`config.mk`:
```
export PLATFORM = sky130hd
export DESIGN_NAME = muldiv_ctrl
export DESIGN_NICKNAME = d
export VERILOG_FILES = /design/src/rtl/muldiv_ctrl_pkg.sv /design/src/rtl/muldiv_div_core.sv /design/src/rtl/muldiv_ctrl.sv
export SDC_FILE = /design/constraint.sdc
export NUM_CORES = 2
export LEC_CHECK = 0
export BUFFER_PORTS_ARGS = -buffer_cell sky130_fd_sc_hd__buf_2
export CAP_MARGIN = 5
export CORE_AREA = 2 2 580 294
export DETAILED_ROUTE_END_ITERATION = 12
export DIE_AREA = 0 0 582 296
export GPL_ROUTABILITY_DRIVEN = 0
export SYNTH_ARGS = -nofsm -noshare
export SYNTH_HDL_FRONTEND = slang
export SYNTH_HIERARCHICAL = 1
export SYNTH_SLANG_ARGS = --single-unit
```
`constraint.sdc`:
```
create_clock -name clk -period 9.9 [get_ports clk]
set_input_delay 0.495 -clock clk [delete_from_list [all_inputs] [get_ports clk]]
set_output_delay 0.495 -clock clk [all_outputs]
set_load 0.005 [all_outputs]
```
`src/rtl/muldiv_ctrl_pkg.sv`:
```
// Shared types and constants for the execute-stage multiply/divide unit.
// Operand helpers convert raw register values to unsigned magnitudes.
package muldiv_ctrl_pkg;

  typedef enum logic [1:0] {
    MD_MULT  = 2'd0,
    MD_MULTU = 2'd1,
    MD_DIV   = 2'd2,
    MD_DIVU  = 2'd3
  } muldiv_op_t;

  localparam int          MD_MUL_LAT_DEFAULT = 2;
  localparam logic [31:0] MD_DIVZERO_LO      = 32'hFFFF_FFFF;

  function automatic logic md_is_signed(input muldiv_op_t op);
    return (op == MD_MULT) || (op == MD_DIV);
  endfunction

  function automatic logic [31:0] md_mag(input logic [31:0] v, input logic is_signed);
    return (is_signed && v[31]) ? (~v + 32'd1) : v;
  endfunction

endpackage

```
`src/rtl/muldiv_div_core.sv`:
```
// Iterative restoring divider: one quotient bit per cycle, DIV_BITS cycles.
// quotient/remainder are the post-final-step values and are valid only while core_done is high.
module muldiv_div_core #(
  parameter int DIV_BITS = 32
) (
  input  logic                clk,
  input  logic                reset,
  input  logic                kill,
  input  logic                go,
  input  logic [DIV_BITS-1:0] dividend,
  input  logic [DIV_BITS-1:0] divisor,
  output logic                busy,
  output logic                core_done,
  output logic [DIV_BITS-1:0] quotient,
  output logic [DIV_BITS-1:0] remainder
);
  localparam int CW = $clog2(DIV_BITS + 1);

  logic [DIV_BITS-1:0] rem_q, quo_q, dvs_q;
  logic [CW-1:0]       cnt_q;
  logic                busy_q;

  logic [DIV_BITS:0]   rem_sh;
  logic                ge;
  logic [DIV_BITS-1:0] rem_d, quo_d;

  // Dividend bits shift out of quo_q into the partial remainder as quotient bits shift in.
  always_comb begin
    rem_sh = {rem_q, quo_q[DIV_BITS-1]};
    ge     = (rem_sh >= {1'b0, dvs_q});
    rem_d  = ge ? DIV_BITS'(rem_sh - {1'b0, dvs_q}) : rem_sh[DIV_BITS-1:0];
    quo_d  = {quo_q[DIV_BITS-2:0], ge};
  end

  always_ff @(posedge clk) begin
    if (reset) begin
      rem_q  <= '0;
      quo_q  <= '0;
      dvs_q  <= '0;
      cnt_q  <= '0;
      busy_q <= 1'b0;
    end else if (kill) begin
      cnt_q  <= '0;
      busy_q <= 1'b0;
    end else if (go) begin
      rem_q  <= '0;
      quo_q  <= dividend;
      dvs_q  <= divisor;
      cnt_q  <= CW'(DIV_BITS);
      busy_q <= 1'b1;
    end else if (busy_q) begin
      rem_q <= rem_d;
      quo_q <= quo_d;
      cnt_q <= cnt_q - CW'(1);
      if (cnt_q == CW'(1)) busy_q <= 1'b0;
    end
  end

  assign busy      = busy_q;
  assign core_done = busy_q && (cnt_q == CW'(1));
  assign quotient  = quo_d;
  assign remainder = rem_d;

endmodule

```
`src/rtl/muldiv_ctrl.sv`:
```
// Multi-cycle MULT/MULTU/DIV/DIVU sequencer: magnitude conversion, fixed-latency
// multiply or iterative divide, sign correction, registered HI/LO and done pulse.
module muldiv_ctrl
  import muldiv_ctrl_pkg::*;
#(
  parameter int MUL_LAT  = MD_MUL_LAT_DEFAULT,
  parameter int DIV_BITS = 32
) (
  input  logic                clk,
  input  logic                reset,
  input  logic                start,
  input  muldiv_op_t          op,
  input  logic [DIV_BITS-1:0] a,
  input  logic [DIV_BITS-1:0] b,
  input  logic                flush,
  output logic                stall,
  output logic                done,
  output logic [DIV_BITS-1:0] hi,
  output logic [DIV_BITS-1:0] lo
);
  localparam int W  = DIV_BITS;
  localparam int CW = (MUL_LAT > 1) ? $clog2(MUL_LAT) : 1;

  typedef enum logic [1:0] {IDLE, MUL, DIV, DONE} muldiv_state_t;

  muldiv_state_t state_q;
  logic [CW-1:0] cnt_q;
  logic [W-1:0]  mag_a_q, mag_b_q, hi_q, lo_q;
  logic          neg_quo_q, neg_rem_q, done_q;

  logic          sgn, is_div, accept, div_go;
  logic [W-1:0]  mag_a, mag_b, div_q, div_r;
  logic          div_busy, div_done;
  logic [2*W-1:0] product, prod_s;

  assign sgn    = md_is_signed(op);
  assign is_div = (op == MD_DIV) || (op == MD_DIVU);
  assign accept = start && !flush && (state_q == IDLE || state_q == DONE);
  assign div_go = accept && is_div && (b != '0);
  assign mag_a  = md_mag(a, sgn);
  assign mag_b  = md_mag(b, sgn);

  assign product = {{W{1'b0}}, mag_a_q} * {{W{1'b0}}, mag_b_q};
  assign prod_s  = neg_quo_q ? -product : product;

  muldiv_div_core #(.DIV_BITS(DIV_BITS)) u_div (
    .clk       (clk),
    .reset     (reset),
    .kill      (flush),
    .go        (div_go),
    .dividend  (mag_a),
    .divisor   (mag_b),
    .busy      (div_busy),
    .core_done (div_done),
    .quotient  (div_q),
    .remainder (div_r)
  );

  always_ff @(posedge clk) begin
    if (reset) begin
      state_q   <= IDLE;
      cnt_q     <= '0;
      mag_a_q   <= '0;
      mag_b_q   <= '0;
      neg_quo_q <= 1'b0;
      neg_rem_q <= 1'b0;
      hi_q      <= '0;
      lo_q      <= '0;
      done_q    <= 1'b0;
    end else begin
      done_q <= 1'b0;
      if (flush) begin
        state_q <= IDLE;
      end else begin
        case (state_q)
          IDLE, DONE: begin
            state_q <= IDLE;
            if (accept) begin
              mag_a_q   <= mag_a;
              mag_b_q   <= mag_b;
              neg_quo_q <= sgn & (a[W-1] ^ b[W-1]);
              neg_rem_q <= sgn & a[W-1];
              if (!is_div) begin
                state_q <= MUL;
                cnt_q   <= CW'(MUL_LAT - 1);
              end else if (b != '0) begin
                state_q <= DIV;
              end else begin
                // Divide by zero: raw dividend to HI, all-ones quotient, no sign fix.
                state_q <= DONE;
                done_q  <= 1'b1;
                hi_q    <= a;
                lo_q    <= MD_DIVZERO_LO;
              end
            end
          end
          MUL: begin
            if (cnt_q == '0) begin
              {hi_q, lo_q} <= prod_s;
              state_q      <= DONE;
              done_q       <= 1'b1;
            end else begin
              cnt_q <= cnt_q - CW'(1);
            end
          end
          DIV: begin
            if (div_done) begin
              lo_q    <= neg_quo_q ? -div_q : div_q;
              hi_q    <= neg_rem_q ? -div_r : div_r;
              state_q <= DONE;
              done_q  <= 1'b1;
            end else if (!div_busy) begin
              state_q <= IDLE;
            end
          end
          default: state_q <= IDLE;
        endcase
      end
    end
  end

  assign stall = accept || (state_q == MUL) || (state_q == DIV);
  assign done  = done_q;
  assign hi    = hi_q;
  assign lo    = lo_q;

endmodule

```
==> results.md <==
* Outcome: finished clean
* Synth area leaders: fa_1, dfxtp_1, ha_1
* Pin count of the biggest net entering global routing at 88
* Most used cell, CP: fa_1
* Drc violations at 0
* Post-Route WL at 170000 um
* Vias at approximately 42000
* Final Setup Violations at 0
* Core area at between 150000 and 200000 um^2
* Unrepaired setup endpoints after global routing: no
* Avg Cell Area, Syn at approximately 8.5 um^2
* Row cnt at roughly 110
* Post-synth EDFFs at 0
* Slowest stage cell, crit path: dfxtp_1
* Number of hold buffers added after CTS at 0
* Synth area leader: fa_1
* Routed Antenna Nets at 0
* Worst-path maximum fanout at 22
* Total GRT Usage at around a fifth
* Worst Setup End Kind: register
* Syn nets at a little over 7000
* Fraction of layout cells with a size suffix above 1 at under 10%
* Most frequent cells after synthesis: inv_1, fa_1, nand2_1, and2_1, clkbuf_1
* Vias per std cell at 5.18
* CTS Sinks at 237
* Area Growth Syn to Fin at 10.3%
* Top Ports at about 140
* Vias in the first global route at 41500
* Initial antenna violation count at 8
* Fin crit period at about 9.5 ns
* Synth Flop Type: dfxtp_1
* Sequential area share after synthesis at around a tenth
* Final Skew at 0.0350 ns
* Root Driver: clkbuf_16
* Nets at 7161
* Kind of critical path: reg2reg
* Cell count after synthesis at 5849
* CTS buffer count at 23
* Worst min path class: in2reg
* Cell area after synthesis at 49900 um^2
* Hold Vio Cnt, Final at 0
* Fmax achieved at between 100 and 150 MHz
* Final Cycle Share at a little over nine tenths
* Worst-Margin Slew at around 1.1 ns
* Starting Density at between 20 and 30%
* Synth top area share at a little over a third
* DRT iter0 DRCs at about 5100
* GR Overflow Total at 0
* Drt first pass iters at 9
* Clock buffer depth at 3
* WL per Instance at about 21 um
* #FFs+latches synth at around 240
* Hpwl dp at between 100000 and 150000 um
* Pleak at 25.3 nW
* Crit start category: register
* Peak VDD IR at about 0.11 mV
* Die Width at around 580 um
* Slew Limit Headroom at approximately 25%
* Power per standard cell area at 104 nW/um^2
* Most common cell in the netlist: inv_1
* CP arrival at about 10 ns
* # port buffers at around 140
* First-pass GRT wire length at around 260000 um
* CTS tree: yes
* CP max stage delay at 0.76 ns
* YS warnings at 6
* Worst-path clk slew at about 0.09 ns
* Total Power at about 5.7 mW
* Max Slew Vio Count at 0
* Die height at ~300 um
* H-tree Lvls at 1
* CP Data Required Time at between 10 and 15 ns
* Distinct cells, synth at 98
* # Max-Cap Violations at 0
* Synth async-reset ratio at 0%
* Setup TNS at 0 ns
* Clock latency on the worst-skew pair at roughly 0.61 ns
* Die area at between 150000 and 200000 um^2
## timing repair
| item | in CTS | in global routing |
|---|---|---|
| setup endpoints to repair | 3 | 29 |
| gates resized for setup | 1 | 35 |
| setup buffers | 0 | 2 |
| pin swaps | 0 | 2 |
## through the flow
step | setup slack (ns) | cell area, um^2 | instances | util [%] | hold WS, ns
global route | 0.0130 | 55000 | 8138 | 32.7 | 0.207
finish | 0.350 | 55000 | 8139 | 32.7 | 0.192
floorplan | 1.05 | 49900 | 5849 | - | 0.436
CTS | 0.0947 | 54900 | 8135 | 32.7 | 0.172
global placement | 0.225 | 54100 | 8096 | 32.2 | 0.440
detailed placement | 0.0393 | 54100 | 8096 | 32.2 | 0.445
## path summary, 6_finish.rpt
path                                 start                       to  slack (ns)  cells past startpoint
setup reg to reg  mag_a_q[27]$_SDFFE_PP0P_      hi[26]$_SDFFE_PP0P_        0.35                     30
hold reg to reg        hi[13]$_SDFFE_PP0P_      hi[13]$_SDFFE_PP0P_        0.46                      2
setup / recovery  mag_a_q[27]$_SDFFE_PP0P_      hi[26]$_SDFFE_PP0P_        0.35                     30
hold / removal                        a[0]  mag_a_q[0]$_SDFFE_PP0P_        0.19                      3
## cells in the final DEF (no fill, tap or decap), types with 32 or more instances in the layout
cell type  synthesis  layout
buf_2              5     134
a21oi_1          205     203
a221oi_1          54      53
o31ai_1           41      41
xor2_1            86      86
and2_1           606     606
nand4_1           37      37
inv_1            927     927
a22o_1            32      32
ha_1             305     302
xnor2_1          164     164
nor3_1           155     152
fa_1             897     897
nand2_1          724     723
mux2i_1           41      41
or3_1             45      44
o21ai_0          146     143
nor2_1           263     258
dfxtp_1          237     223
buf_4             33     236
a211oi_1          49      48
## sequential cells by signal, summed over array words and instances, names as in the netlist
name and flops:
hi 32, done 1, mag_b_q 32, state_q 2, u_div/cnt_q 6, u_div/rem_q 32, neg_rem_q 1, u_div/quo_q 32
mag_a_q 32, u_div/busy 1, neg_quo_q 1, cnt_q 1, lo 32, u_div/dvs_q 32
## report_power, final
part / leakage (nW) / internal (mW) / switching [mW]
Combinational: 23.0 / 1.44 / 2.24
Sequential: 1.93 / 0.989 / 0.0598
Clock: 0.364 / 0.494 / 0.498
Total: 25.3 / 2.92 / 2.79
## critical path: cells and delay by family (launching register included)
family	cells	cell delay, ns
simple gates	4	0.86
compound gates	8	2.12
flops	1	0.76
xor+xnor	2	0.31
buf+inv	7	0.98
fa+ha+maj	9	4.36
## final cells by class
class,count,area (um^2)
inverter,927,3480
multi-input combinational,4295,40100
fill,17400,113000
antenna,2,5.00
sequential,237,4760
timing repair buffer,405,3120
clock inverter,7,71.3
clock buffer,32,659
tap,2234,2800
## cell families after synthesis
group | Yosys count | synth area share, %
buffers and inverters | 1317 | 10.3
multiplexers | 70 | 1.67
AND/OR/NAND/NOR | 2014 | 20.1
AO/OA/AOI/OAI | 759 | 10.4
XOR/XNOR | 250 | 4.39
adder cells (fa/ha/maj) | 1202 | 43.7
flip-flops | 237 | 9.51
## metal layers
layer,GRT usage (%),share of wire [%]
met3,6.27,14
met4,1.46,1.0
met1,32.7,50
met5,0,0
met2,24.5,35
No activity file was read; power rests on OpenSTA's default activity.
